--- src/rtl/uart_pkg.sv ---
// Shared UART definitions: baud codes, divisor mapping, FSM states and frame length.
// Build option: define UART_PARITY_EN for 8E1 framing; the default is 8N1.
package uart_pkg;

  localparam logic [2:0] BAUD_300    = 3'd0;
  localparam logic [2:0] BAUD_1200   = 3'd1;
  localparam logic [2:0] BAUD_4800   = 3'd2;
  localparam logic [2:0] BAUD_9600   = 3'd3;
  localparam logic [2:0] BAUD_19200  = 3'd4;
  localparam logic [2:0] BAUD_38400  = 3'd5;
  localparam logic [2:0] BAUD_57600  = 3'd6;
  localparam logic [2:0] BAUD_115200 = 3'd7;

`ifdef UART_PARITY_EN
  localparam int FRAME_BITS = 11;
`else
  localparam int FRAME_BITS = 10;
`endif

  typedef enum logic [2:0] {
    ST_IDLE,
    ST_START,
    ST_DATA,
`ifdef UART_PARITY_EN
    ST_PARITY,
`endif
    ST_STOP
  } tx_state_e;

  // Clock cycles per bit, truncated; only ever evaluated at elaboration.
  function automatic logic [17:0] baud_div(input logic [2:0] code, input int unsigned clk_freq);
    int unsigned rate;
    rate = 115200;
    case (code)
      BAUD_300:    rate = 300;
      BAUD_1200:   rate = 1200;
      BAUD_4800:   rate = 4800;
      BAUD_9600:   rate = 9600;
      BAUD_19200:  rate = 19200;
      BAUD_38400:  rate = 38400;
      BAUD_57600:  rate = 57600;
      default:     rate = 115200;
    endcase
    return 18'(clk_freq / rate);
  endfunction

endpackage

--- src/rtl/uart_bit_timer.sv ---
// Bit-period divisor: emits a one-cycle tick every DIV cycles while running.
// A restart clears the count, or preloads half a period for mid-bit sampling.
module uart_bit_timer
  import uart_pkg::*;
#(
  parameter int unsigned CLK_FREQ = 50000000
) (
  input  logic       clk,
  input  logic       reset,
  input  logic [2:0] code,
  input  logic       run,
  input  logic       restart,
  input  logic       restart_half,
  output logic       tick
);

  localparam logic [17:0] DIV_TABLE [8] = '{
    baud_div(3'd0, CLK_FREQ), baud_div(3'd1, CLK_FREQ),
    baud_div(3'd2, CLK_FREQ), baud_div(3'd3, CLK_FREQ),
    baud_div(3'd4, CLK_FREQ), baud_div(3'd5, CLK_FREQ),
    baud_div(3'd6, CLK_FREQ), baud_div(3'd7, CLK_FREQ)
  };

  logic [17:0] cnt_q, cnt_d;
  logic [17:0] div;

  always_comb begin
    div   = DIV_TABLE[code];
    tick  = run && !restart && (cnt_q == div - 18'd1);
    cnt_d = cnt_q;
    if (restart) begin
      cnt_d = restart_half ? (div >> 1) : 18'd0;
    end else if (!run || tick) begin
      cnt_d = 18'd0;
    end else begin
      cnt_d = cnt_q + 18'd1;
    end
  end

  always_ff @(posedge clk) begin
    if (reset) begin
      cnt_q <= 18'd0;
    end else begin
      cnt_q <= cnt_d;
    end
  end

endmodule

--- src/rtl/uart_transmitter.sv ---
// UART transmit FSM: one byte per accepted write, shifted out LSB first at the latched rate.
// Build option: UART_PARITY_EN inserts an even parity bit before the stop bit.
module uart_transmitter
  import uart_pkg::*;
#(
  parameter int unsigned CLK_FREQ = 50000000
) (
  input  logic       clk,
  input  logic       reset,
  input  logic [2:0] baud_select,
  input  logic       Tx_EN,
  input  logic       Tx_WR,
  input  logic [7:0] Tx_DATA,
  output logic       TxD,
  output logic       Tx_BUSY
);

  tx_state_e   state_q, state_d;
  logic [7:0]  data_q, data_d;
  logic [2:0]  bit_idx_q, bit_idx_d;
  logic [2:0]  baud_q, baud_d;
  logic        txd_q, txd_d;
  logic        busy_q, busy_d;
  logic        accept;
  logic        tick;
`ifdef UART_PARITY_EN
  logic        parity_q, parity_d;
`endif

  uart_bit_timer #(.CLK_FREQ(CLK_FREQ)) u_bit_timer (
    .clk          (clk),
    .reset        (reset),
    .code         (baud_q),
    .run          (busy_q),
    .restart      (accept),
    .restart_half (1'b0),
    .tick         (tick)
  );

  // Outputs are computed alongside the next state so the line changes on the same edge as the FSM.
  always_comb begin
    accept    = Tx_WR && Tx_EN && !busy_q;
    state_d   = state_q;
    data_d    = data_q;
    bit_idx_d = bit_idx_q;
    baud_d    = baud_q;
    txd_d     = txd_q;
    busy_d    = busy_q;
`ifdef UART_PARITY_EN
    parity_d  = parity_q;
`endif
    case (state_q)
      ST_IDLE: begin
        txd_d  = 1'b1;
        busy_d = 1'b0;
        if (accept) begin
          state_d   = ST_START;
          data_d    = Tx_DATA;
          baud_d    = baud_select;
          bit_idx_d = 3'd0;
          txd_d     = 1'b0;
          busy_d    = 1'b1;
`ifdef UART_PARITY_EN
          parity_d  = ^Tx_DATA;
`endif
        end
      end
      ST_START: begin
        if (tick) begin
          state_d = ST_DATA;
          txd_d   = data_q[0];
        end
      end
      ST_DATA: begin
        if (tick) begin
          if (bit_idx_q == 3'd7) begin
`ifdef UART_PARITY_EN
            state_d = ST_PARITY;
            txd_d   = parity_q;
`else
            state_d = ST_STOP;
            txd_d   = 1'b1;
`endif
          end else begin
            bit_idx_d = bit_idx_q + 3'd1;
            data_d    = {1'b0, data_q[7:1]};
            txd_d     = data_q[1];
          end
        end
      end
`ifdef UART_PARITY_EN
      ST_PARITY: begin
        if (tick) begin
          state_d = ST_STOP;
          txd_d   = 1'b1;
        end
      end
`endif
      ST_STOP: begin
        if (tick) begin
          state_d = ST_IDLE;
          txd_d   = 1'b1;
          busy_d  = 1'b0;
        end
      end
      default: begin
        state_d = ST_IDLE;
        txd_d   = 1'b1;
        busy_d  = 1'b0;
      end
    endcase
  end

  always_ff @(posedge clk) begin
    if (reset) begin
      state_q   <= ST_IDLE;
      data_q    <= 8'd0;
      bit_idx_q <= 3'd0;
      baud_q    <= 3'd0;
      txd_q     <= 1'b1;
      busy_q    <= 1'b0;
`ifdef UART_PARITY_EN
      parity_q  <= 1'b0;
`endif
    end else begin
      state_q   <= state_d;
      data_q    <= data_d;
      bit_idx_q <= bit_idx_d;
      baud_q    <= baud_d;
      txd_q     <= txd_d;
      busy_q    <= busy_d;
`ifdef UART_PARITY_EN
      parity_q  <= parity_d;
`endif
    end
  end

  assign TxD     = txd_q;
  assign Tx_BUSY = busy_q;

endmodule

--- config.mk ---
export PLATFORM = sky130hd
export DESIGN_NAME = uart_transmitter
export DESIGN_NICKNAME = d
export VERILOG_FILES = /design/src/rtl/uart_pkg.sv /design/src/rtl/uart_bit_timer.sv /design/src/rtl/uart_transmitter.sv
export SDC_FILE = /design/constraint.sdc
export NUM_CORES = 1
export LEC_CHECK = 0
export ABC_AREA = 1
export BUFFER_PORTS_ARGS = -buffer_cell sky130_fd_sc_hd__buf_4
export CORE_MARGIN = 1.5
export CORE_UTILIZATION = 60
export CTS_CLUSTER_DIAMETER = 30
export CTS_CLUSTER_SIZE = 10
export DETAILED_ROUTE_END_ITERATION = 10
export PLACE_DENSITY = 0.79
export SYNTH_ARGS = -nofsm -noshare
export SYNTH_HDL_FRONTEND = slang
export SYNTH_SLANG_ARGS = --single-unit
export TNS_END_PERCENT = 5
--- constraint.sdc ---
create_clock -name clk -period 3.2 [get_ports clk]
set_input_delay 0.64 -clock clk [delete_from_list [all_inputs] [get_ports clk]]
set_output_delay 0.64 -clock clk [all_outputs]
set_load 0.02 [all_outputs]
==> Word level (Yosys, flattened, before mapping) <==
Memories as Yosys holds them, arrays and structs flattened.
Index checks and enable logic that the tools add are counted.
{ "classes": {"n_addsub": 3, "order_cmp": 1, "n_eq_ne": 11, "n_mux": 25, "n_bitwise": 2, "n_reduce_logical": 16} }
{ "ops": {"columns": ["operator", "count"], "rows": [
  ["$mux 18", 2],
  ["$mux 3", 8],
  ["$mux 8", 3],
  ["$add 18x1->18 const B", 1],
  ["$eq 18x18->1", 1],
  ["$sub 18x1->18 const B", 1],
  ["$pmux 8 s2", 1],
  ["$pmux 3 s4", 1],
  ["$ne 2x2->1 const B", 5],
  ["$mux 1", 7],
  ["$eq 3x2->1 const B", 2],
  ["$pmux 3 s2", 1],
  ["$reduce_and 5->1", 1],
  ["$ge 4x4->1 const B", 1],
  ["$logic_and 1x1->1", 4],
  ["$not 3->4", 1],
  ["$pmux 1 s4", 1],
  ["$reduce_and 2->1", 2],
  ["$reduce_and 4->1", 1],
  ["$add 3x1->3 const B", 1],
  ["$eq 3x1->1 const B", 1],
  ["$eq 3x3->1 const B", 1],
  ["$logic_not 3->1", 1],
  ["$pmux 1 s3", 1],
  ["other kinds (8)", 9]
]} }
{ "totals": {"reg_bits": 37, "romBits": 144, "input_bits": 15, "out_inout_bits": 2, "elab_cells": 66, "memories": 1} }
{ "mem_list": {"columns": ["name", "words", "width", "read_ports", "rd_ports_with_merged_regs", "wr", "line", "text"], "rows": [
  ["(no name shown)", 8, 18, 1, 0, 0, "uart_bit_timer.sv:28", "div = DIV_TABLE[code];"]
]} }

==> Longest topological paths before layout <==
Gate-level depths: netlist of the first run.
{ "logic_depth": {"ltp_word": 9, "mapped_depth": 22, "ltp_nobuf": 20} }

==> By module <==
A second synthesis of the first run with hierarchy kept.
{ "unflattened": {"cells_unflattened": 441, "area_unflattened_um2": 2870.3} }
{ "by_module_without_submodules": {"columns": ["module", "n_inst", "cells_each", "area_each_um2", "seq_area_each_um2"], "rows": [
  ["uart_bit_timer", 1, 296, 1866.8, 360.3],
  ["uart_transmitter", 1, 145, 1003.5, 360.3]
]} }

==> Worst setup path after synthesis of the first run <==
No wires, ideal clock.
{ "synth_timing": {"path_kind": "register to register", "startpoint": "reg baud_q[2]", "endpoint": "reg bit_idx_q[1]", "setup_ns": 0.113, "t_arrival_ns": 2.276, "t_required_ns": 3.087, "path_slack_ns": 0.812, "stages_incl_launch_ff": 21, "n_path_buf": 3, "period_less_slack_ns": 2.388, "path_cell_list": "dfxtp_1 buf_6 inv_2 buf_6 or2_4 ha_1 nand2_1 inv_1 nor2_1 nand3_1 nor2_1 nand2_1 nor2_1 nand2_1 nor2_2 nand4_2 nand2_2 nand3_2 buf_2 nor2_1 nor2_1"} }
{ "synth_between": {"elab_chain_len": 9} }
{ "synth_rtl": {"columns": ["item", "line", "text"], "rows": [
  ["start, declared", "uart_transmitter.sv:21", "logic [2:0] baud_q, baud_d;"],
  ["start signal, assigned", "uart_transmitter.sv:129", "baud_q <= baud_d;"],
  ["$not 3->4 (not written as such)", "uart_bit_timer.sv:28", null],
  ["$mem_v2 8x18", null, null],
  ["$mux 18 (not written as such) (2 in series)", "uart_bit_timer.sv:28", null],
  ["$sub 18x1->18", "uart_bit_timer.sv:29", "tick = run && !restart && (cnt_q == div - 18'd1);"],
  ["$eq 18x18->1", "uart_bit_timer.sv:29", null],
  ["$logic_and 1x1->1", "uart_bit_timer.sv:29", null],
  ["$ne 2x2->1 (no source line)", null, null],
  ["$reduce_and 4->1 (no source line)", null, null],
  ["end signal, assigned", "uart_transmitter.sv:128", "bit_idx_q <= bit_idx_d;"],
  ["end, declared", "uart_transmitter.sv:20", "logic [2:0] bit_idx_q, bit_idx_d;"]
]} }
Every way passes these cells. The select of a mux whose other input is x is not followed.
A chain may end at the register's enable or synchronous reset.

==> Worst setup path after layout of the first run <==
{ "layout_timing": {"startpoint": "reg baud_q[2]", "endpoint": "reg data_q[7]"} }
{ "layout_between": {"elab_chain_len": 9} }
{ "layout_rtl": {"columns": ["item", "line", "text"], "rows": [
  ["$not 3->4 (not written as such)", "uart_bit_timer.sv:28", null],
  ["$mem_v2 8x18", null, null],
  ["$mux 18 (not written as such) (2 in series)", "uart_bit_timer.sv:28", null],
  ["$sub 18x1->18", "uart_bit_timer.sv:29", null],
  ["$eq 18x18->1", "uart_bit_timer.sv:29", null],
  ["$logic_and 1x1->1", "uart_bit_timer.sv:29", null],
  ["$ne 2x2->1 (no source line)", null, null],
  ["$reduce_and 4->1 (no source line)", null, null],
  ["end signal, assigned", "uart_transmitter.sv:127", "data_q <= data_d;"],
  ["end, declared", "uart_transmitter.sv:19", "logic [7:0] data_q, data_d;"]
]} }
Every way passes these cells. The select of a mux whose other input is x is not followed.

==> metrics.cfg, run 1 <==
[yosys]
yosysTopAreaCell=dfxtp_1
syn_inst=370
netlist.area_leader.share_pct=30.38
yosysMostFrequentCell=nand2_1
avgSynthCellArea_um2=6.412
seq_area_frac_synth_pct=30.38
synth_area_um2=2372
ys.flop_type=dfxtp_1
synthTopCellsByArea=dfxtp_1, nand2_1, inv_1, nor2_1, ha_1
async_reset_ff_share_pct=0
synth_common_cells=nand2_1, inv_1, nor2_1, dfxtp_1, nand3_1
synth.distinct_cells=30
ys_warn_count=0
synth-seq-cells=36
syn_nets=400
synth_edf_count=0

[placed_design]
dp.cells=426
placed_area_um2=2497
gp_congestion=0.9567
port_buffers=16
hpwlAfterDp_um=3672

[setup_path]
arrival_ns=3.00
path_depth=16
cpMaxStageDelayCell=dfxtp_1
critPathTopFamily=simple AND/OR/NAND/NOR gates
r2r-start=baud_q[2]$_SDFFE_PP0P_
r2r_slack_ns=0.37
crit_path_start_kind=flip-flop
crit_start=baud_q[2]$_SDFFE_PP0P_
crit_buf_inv=3
path_max_fanout=21
cp_cell_sequence=inv_2 -> nand2_1 -> nand2_1 -> inv_1 -> ha_1 -> nand3_2 -> inv_1 -> nand3_1 -> nand3_1 -> nand2_1 -> nor2_1 -> nand4_2 -> nand2_2 -> nand3_4 -> nor2_1 -> nor2_1
crit_path_end_kind=flip-flop
cpPeakStageDelay_ns=0.49
r2r_end=data_q[7]$_SDFFE_PP0P_
crit_end=data_q[7]$_SDFFE_PP0P_
required_ns=3.38
worstRegToRegCells=16
critical_path_class=flip-flop to flip-flop

[flow_run]
drv_cap=0

[sta]
finalHoldViolCount=0
fin_setup_tns_ns=0
report.final.slew_viol_count=0
fin_crit_ns=2.826
period_share_pct=88.31
max_freq_ghz=0.3538
clock_skew_ns=0.004437
finalSetupViolCount=0
relSlewSlack_pct=61.93
tightest_slew_ns=0.5675
rsz0062_at_grt=false

[hold_path]
worst_hold_path_type=flip-flop to flip-flop

[global_routing]
track_usage_pct=24.23
grt_pass1_wl_um=8211
grt_pass1_vias=2036
antenna_found_initial=0
grt_max_degree=22
grt_overflow=0

[layout]
finalInstanceArea_um2=2595
finish.cell_count_without_fillers=434
fillCellCount=361
n_antenna_cell=0
syn_to_final_growth_pct=9.388
nNetsFinal=415
final-seq-area_um2=720.7
multi_input_area_um2=1398
drive_gt1_share_pct=9.845

[clocking]
clock_sinks=36
cts_buffer_depth=2
cts-buffers-inserted=5
path_clk_slew_ns=0.07
clock-root-buffer=clkbuf_8
insertion_delay_ns=0.28
cts_tree=done
cts_hold_buf=0
htreeDepth=2

[drt]
avgRoutedWirePerCell_um=11.28
drt-total-wl_um=4897
drt_iter0_markers=89
drc=0
viasPerCell=5.143
vias=2232
ant_nets=0
first_pass_iters=7

[run_status]
outcome=finished clean

[floorplan]
fp-row-count=22
initial_core_util_pct=63.84
die_area_um2=4340
die_h_um=65.88
fp.dieW_um=65.88
pin_count=17
core_area_um2=3716

[power]
power_density_nw_per_um2=706.6
total_leakage_power_nw=1.286
totalPowerFinal_mw=1.834
ir_worst_vdd_mv=0.3937

routing by layer:
layer	up-vias	share of wire [%]	global-route usage, %
met2	56	49	44.70
met5	-	0	0
met1	986	45	27.36
met4	0	1.2	8.073
met3	9	4.2	5.111
li1	1181	-	-
power breakdown:
| part | internal, mW | switching [mW] |
|---|---|---|
| combinational | 0.313 | 0.591 |
| clock | 0.176 | 0.154 |
| sequential | 0.541 | 0.0580 |
| total | 1.03 | 0.804 |
layout make-up:
cell class | instances | share of cell area [%]
tap | 48 | 2.314
clock buffer | 8 | 3.472
multi-input combinational | 271 | 53.86
inverter | 55 | 7.956
sequential | 36 | 27.77
timing repair buffer | 16 | 4.629
cell families (layout without fill, tap and decap cells):
kind of cell | after synthesis | after routing | synth area share (%)
AND/OR/NAND/NOR | 211 | 211 | 39.24
buffers and inverters | 63 | 79 | 11.02
XOR/XNOR | 11 | 11 | 4.061
AO/OA/AOI/OAI | 34 | 34 | 7.384
flip-flops | 36 | 36 | 30.38
adder cells (fa/ha/maj) | 15 | 15 | 7.911
state kept, by name, summed over array words and instances, names as in the netlist:
name / count
TxD: 1
Tx_BUSY: 1
baud_q: 3
bit_idx_q: 3
data_q: 8
state_q: 2
u_bit_timer.cnt_q: 18
cells in the final DEF (no fill, tap or decap):
master and n:
xor2_1 11, clkinv_1 1, o21ai_2 1, nor3_1 9, nor2_4 1, nand2_2 3
inv_2 1, inv_1 53, and3_1 2, nand3_2 1, nor2_2 2, a21oi_1 12
nand4_2 1, buf_4 16, clkbuf_1 2, o21ai_0 18, or2_4 1, o21ai_1 2
nand3b_4 1, clkbuf_8 6, dfxtp_1 36, ha_1 15, nand2_1 99, nand4_1 5
nand3_1 28, a31oi_1 1, or3_1 1, or2_2 3, nor2_1 52, nand3_4 1
nor4_1 1
worst min-delay path by stage:
stage                                                  to                            start  depth (start not counted)  slack, ns
after CTS                 u_bit_timer.cnt_q[0]$_SDFF_PP0_  u_bit_timer.cnt_q[0]$_SDFF_PP0_                          1       0.50
after global routing      u_bit_timer.cnt_q[0]$_SDFF_PP0_  u_bit_timer.cnt_q[0]$_SDFF_PP0_                          1       0.51
after global placement    u_bit_timer.cnt_q[0]$_SDFF_PP0_  u_bit_timer.cnt_q[0]$_SDFF_PP0_                          1       0.46
after floorplan           u_bit_timer.cnt_q[0]$_SDFF_PP0_  u_bit_timer.cnt_q[0]$_SDFF_PP0_                          1       0.44
final                     u_bit_timer.cnt_q[0]$_SDFF_PP0_  u_bit_timer.cnt_q[0]$_SDFF_PP0_                          1       0.50
after detailed placement  u_bit_timer.cnt_q[0]$_SDFF_PP0_  u_bit_timer.cnt_q[0]$_SDFF_PP0_                          1       0.48
timing repair:
action / 4_1_cts / 5_1_grt
endpoints found under the setup margin: 0 / 11
gates resized for setup: 0 / 1
buffers inserted: 0 / 0
endpoints found under the hold margin: 0 / 0
metrics by stage:
stage               hold WS, ns  setup slack (ns)  util (%)
floorplan                0.4377            0.8116         -
global placement         0.4560            0.3987     67.21
detailed placement       0.4837            0.3297     67.21
CTS                      0.5010            0.2944     69.63
global route             0.5134           0.04726     69.83
finish                   0.4973            0.3739     69.83
Note: power is estimated with default switching activity, not from simulation.
==> run 2, diff against run 1 <==
Settings changed: CELL_PAD_IN_SITES_DETAIL_PLACEMENT set to 1, CELL_PAD_IN_SITES_GLOBAL_PLACEMENT set to 1, CORE_UTILIZATION 60 to 43, PLACE_DENSITY 0.79 to not set, PLACE_DENSITY_LB_ADDON set to 0.1.
==> metrics.cfg, run 2 (synthesis gave the netlist of run 1 again) <==
[clocking]
clock_sinks=36
insertion_delay_ns=0.29
cts_hold_buf=0
cts_buffer_depth=2
path_clk_slew_ns=0.07
cts_tree=done
cts-buffers-inserted=5
htreeDepth=2
clock-root-buffer=clkbuf_8

[setup_path]
crit_buf_inv=3
cpMaxStageDelayCell=dfxtp_1
arrival_ns=3.01
r2r_slack_ns=0.41
critPathMostFrequentCell=nand2_1
cp_cell_sequence=inv_1 -> nand2_1 -> nand2_1 -> inv_1 -> ha_1 -> nand2_1 -> inv_1 -> nor2_1 -> nand3_1 -> nor2_1 -> nand2_1 -> nor2_1 -> nand2_1 -> nor2_2 -> nand4_2 -> nand2_2 -> nand3_4 -> nand2_1 -> nand2_1 -> nor2_1
cpPeakStageDelay_ns=0.33
path_max_fanout=21
critical_path_class=flip-flop to flip-flop
crit_path_start_kind=flip-flop
required_ns=3.42
critPathTopFamily=simple AND/OR/NAND/NOR gates
crit_path_end_kind=flip-flop

[drt]
drc=0
drt_iter0_markers=97
vias=2243
first_pass_iters=4
viasPerCell=4.930
avgRoutedWirePerCell_um=12.73
drt-total-wl_um=5790
ant_nets=0

[power]
pwr-share-clk_pct=17.0
ir_worst_vdd_mv=0.3666
switchingPower_mw=0.8336
p_comb_share_pct=50.3
total_leakage_power_nw=1.282
totalPowerFinal_mw=1.838
power_density_nw_per_um2=704.0
swShare_pct=45.35
share_seq_of_total_power_pct=32.7
p_int_mw=1.005

[sta]
finalHoldViolCount=0
tightest_slew_ns=0.5854
clock_skew_ns=0.004667
max_freq_ghz=0.3589
fin_crit_ns=2.787
report.final.slew_viol_count=0
holdWs_ns=0.4798
relSlewSlack_pct=60.73
period_share_pct=87.08
rsz0062_at_grt=false
fin_setup_tns_ns=0
finalSetupViolCount=0

[layout]
largest_register_ffs=18
top_register=u_bit_timer.cnt_q
most-common-layout-cells=nand2_1, inv_1, nor2_1
final_common_cell=nand2_1
syn_to_final_growth_pct=10.07
n_antenna_cell=0
nNetsFinal=415
finalInstanceArea_um2=2611
largest_registers=u_bit_timer.cnt_q (18), data_q (8)
drive_gt1_share_pct=10.13

[flow_run]
drv_cap=0

[floorplan]
pin_count=17
initial_core_util_pct=45.58
fp.dieW_um=77.28
core_area_um2=5205
die_h_um=77.28
die_area_um2=5971
fp-row-count=26

[placed_design]
hpwlAfterDp_um=4510
gp_congestion=0.8425
port_buffers=16
placed_area_um2=2525

[global_routing]
grt_pass1_vias=2328
track_usage_pct=21.54
grt_max_degree=22
antenna_found_initial=0
grt_pass1_wl_um=10320
grt_overflow=0

[hold_path]
worst_hold_path_type=flip-flop to flip-flop

[run_status]
outcome=finished clean

## run 2: metal layers
layer / share of wire [%] / vias to the layer above / track usage [%]
met3: 2.0 / 11 / 4.405
met5: 0 / - / 0
met2: 51 / 21 / 38.68
li1: - / 1177 / -
met4: 2.2 / 0 / 7.818
met1: 45 / 1034 / 25.00
## run 2: power by group through the flow
| stage | Clock [mW] | Combinational (mW) | Sequential, mW |
|---|---|---|---|
| global placement | 0 | 0.888 | 0.608 |
| finish | 0.313 | 0.925 | 0.601 |
| global route | 0.339 | 1.09 | 0.613 |
| detailed placement | 0 | 0.924 | 0.611 |
| floorplan | 0 | 0.738 | 0.607 |
| CTS | 0.322 | 0.931 | 0.602 |
## run 2: worst register-to-register path: cells and delay by family, from the launching register on
kind / cells / cell delay (ns)
buf+inv: 3 / 0.34
flops: 1 / 0.33
simple gates: 16 / 1.75
fa+ha+maj: 1 / 0.32
## run 2: final cells by class
cell class	instances	area, um2
well taps	70	87.58
clock buffers	6	72.57
flip-flops and latches	36	721.9
multi-input cells	271	1398
repair buffers	16	120.1
clock inverters	1	5.005
inverters	55	206.4
fillers	732	2594
## run 2: path summary, 6_finish.rpt
| check | from | endpoint | cells after the start |
|---|---|---|---|
| worst max-delay path | baud_q[1]$_SDFFE_PP0P_ | data_q[6]$_SDFFE_PP0P_ | 20 |
| worst min-delay path | u_bit_timer.cnt_q[0]$_SDFF_PP0_ | u_bit_timer.cnt_q[0]$_SDFF_PP0_ | 1 |
| worst max register to register | baud_q[1]$_SDFFE_PP0P_ | data_q[6]$_SDFFE_PP0P_ | 20 |
| worst min register to register | u_bit_timer.cnt_q[0]$_SDFF_PP0_ | u_bit_timer.cnt_q[0]$_SDFF_PP0_ | 1 |
## run 2: per-stage QoR
| step | worst slack [ns] | cells | utilization (%) |
|---|---|---|---|
| finish | 0.4135 | 455 | 50.17 |
| global route | 0.08456 | 455 | 50.17 |
| CTS | 0.1528 | 455 | 50.00 |
| detailed placement | 0.1703 | 448 | 48.51 |
| global placement | 0.3634 | 448 | 48.51 |
| floorplan | 0.8116 | 370 | - |
## run 2: what timing repair did
item                       4_1_cts  5_1_grt
setup buffers                    0        0
gates resized for setup          0        2
setup endpoints to repair        0       11
==> run 3, diff against run 2 <==
Settings changed: CORE_ASPECT_RATIO set to 1.75, HOLD_SLACK_MARGIN set to 0.08.
==> metrics.cfg, run 3 (synthesis gave the netlist of run 1 again) <==
[sta]
max_freq_ghz=0.3508
report.final.slew_viol_count=0
finalSetupViolCount=0
holdWs_ns=0.4975
setup_ws_ns=0.3495
clock_skew_ns=0.01313
rsz0062_at_grt=false
fin_crit_ns=2.850
tightest_slew_ns=0.8545
relSlewSlack_pct=42.43
period_share_pct=89.08
fin_setup_tns_ns=0
finalHoldViolCount=0

[floorplan]
die_area_um2=5989
pin_count=17
initial_core_util_pct=44.77
fp.dieW_um=59.15
core_area_um2=5299
fp-row-count=35
die_h_um=101.3

[drt]
ant_nets=0
vias=2340
drc=0
first_pass_iters=4
drt-total-wl_um=6358
avgRoutedWirePerCell_um=13.79
drt_iter0_markers=66
viasPerCell=5.076

[clocking]
path_clk_slew_ns=0.08
cts_hold_buf=0
cts-buffers-inserted=5
htreeDepth=2
cts_buffer_depth=2
cts_resized=0
clock_sinks=36
clock-root-buffer=clkbuf_8
insertion_delay_ns=0.30
post_cts_buffers=0
cts_tree=done

[global_routing]
antenna_found_initial=0
grt_overflow=0
track_usage_pct=22.81
grt_pass1_vias=2462
grt_pass1_wl_um=10450
grt_max_degree=22

[run_status]
outcome=finished clean

[layout]
post-route-util_pct=50.44
largest_registers=u_bit_timer.cnt_q (18), data_q (8)
n_antenna_cell=0
fillCellCount=746
drive_gt1_share_pct=11.11
syn_to_final_growth_pct=12.66
nNetsFinal=416
top_register=u_bit_timer.cnt_q
finalInstanceArea_um2=2673
largest_register_ffs=18
most-common-layout-cells=nand2_1, inv_1, nor2_1
final_common_cell=nand2_1

[hold_path]
worst_hold_path_type=flip-flop to flip-flop
hp-start=u_bit_timer.cnt_q[0]$_SDFF_PP0_

[setup_path]
crit_path_start_kind=flip-flop
cpPeakStageDelay_ns=0.39
r2r-start=baud_q[2]$_SDFFE_PP0P_
cpMaxStageDelayCell=dfxtp_4
arrival_ns=3.08
crit_start=baud_q[2]$_SDFFE_PP0P_
critPathMostFrequentCell=nand2_1
crit_path_end_kind=flip-flop
cp_cell_sequence=inv_4 -> nand2_1 -> nand2_1 -> inv_1 -> ha_1 -> nand2_1 -> inv_1 -> nor2_1 -> nand3_1 -> nor2_1 -> nand2_1 -> nor2_1 -> nand2_1 -> nor2_2 -> nand4_2 -> nand2_2 -> nand3_4 -> nand2_1 -> nand2_1 -> nor2_1
required_ns=3.43
critical_path_class=flip-flop to flip-flop
path_max_fanout=11

[placed_design]
hpwlAfterDp_um=4899
port_buffers=16
dp_worst_setup_slack_ns=0.1066
placed_area_um2=2530
gp_congestion=0.9001

[flow_run]
drv_cap=0

[power]
ir_worst_vdd_mv=0.4817
power_density_nw_per_um2=753.0
total_leakage_power_nw=1.301

## run 3: cell type report
| type | instances | area, um2 | share of cell area (%) |
|---|---|---|---|
| flip-flops and latches | 36 | 724.4 | 27.11 |
| repair buffers | 16 | 120.1 | 4.494 |
| multi-input cells | 272 | 1415 | 52.95 |
| clock buffers | 5 | 68.82 | 2.575 |
| clock inverters | 3 | 42.54 | 1.592 |
| inverters | 55 | 209.0 | 7.818 |
| well taps | 74 | 92.59 | 3.464 |
## run 3: per-stage QoR
step	power, mW	std cells
2_1_floorplan	1.345	370
3_3_place_gp	1.508	452
3_5_place_dp	1.549	452
4_1_cts	1.968	460
5_1_grt	2.194	461
6_report	2.012	461
## run 3: metal layers
layer	GRT usage, %	part of all wire, %	vias to the layer above	wire length, um
met5	0	0	-	0
met3	3.959	1.9	21	120
met2	45.73	58	32	3677
met4	12.59	4.0	0	254
li1	-	-	1184	-
met1	19.95	36	1103	2306
## run 3: worst paths after layout
path	to	slack [ns]	cells past startpoint
worst max-delay path	data_q[6]$_SDFFE_PP0P_	0.35	20
worst min-delay path	u_bit_timer.cnt_q[0]$_SDFF_PP0_	0.50	1
worst max register to register	data_q[6]$_SDFFE_PP0P_	0.35	20
worst min register to register	u_bit_timer.cnt_q[0]$_SDFF_PP0_	0.50	1
## run 3: critical path, delay by kind of cell, from the launching register on
family | cells | cell delay (ns)
fa+ha+maj | 1 | 0.33
buf+inv | 3 | 0.25
flops | 1 | 0.39
simple gates | 16 | 1.81
## run 3: power breakdown
part | leakage (nW) | internal [mW] | switching (mW)
registers | 0.294 | 0.542 | 0.0620
clock network | 0.0541 | 0.231 | 0.183
logic | 0.953 | 0.329 | 0.666
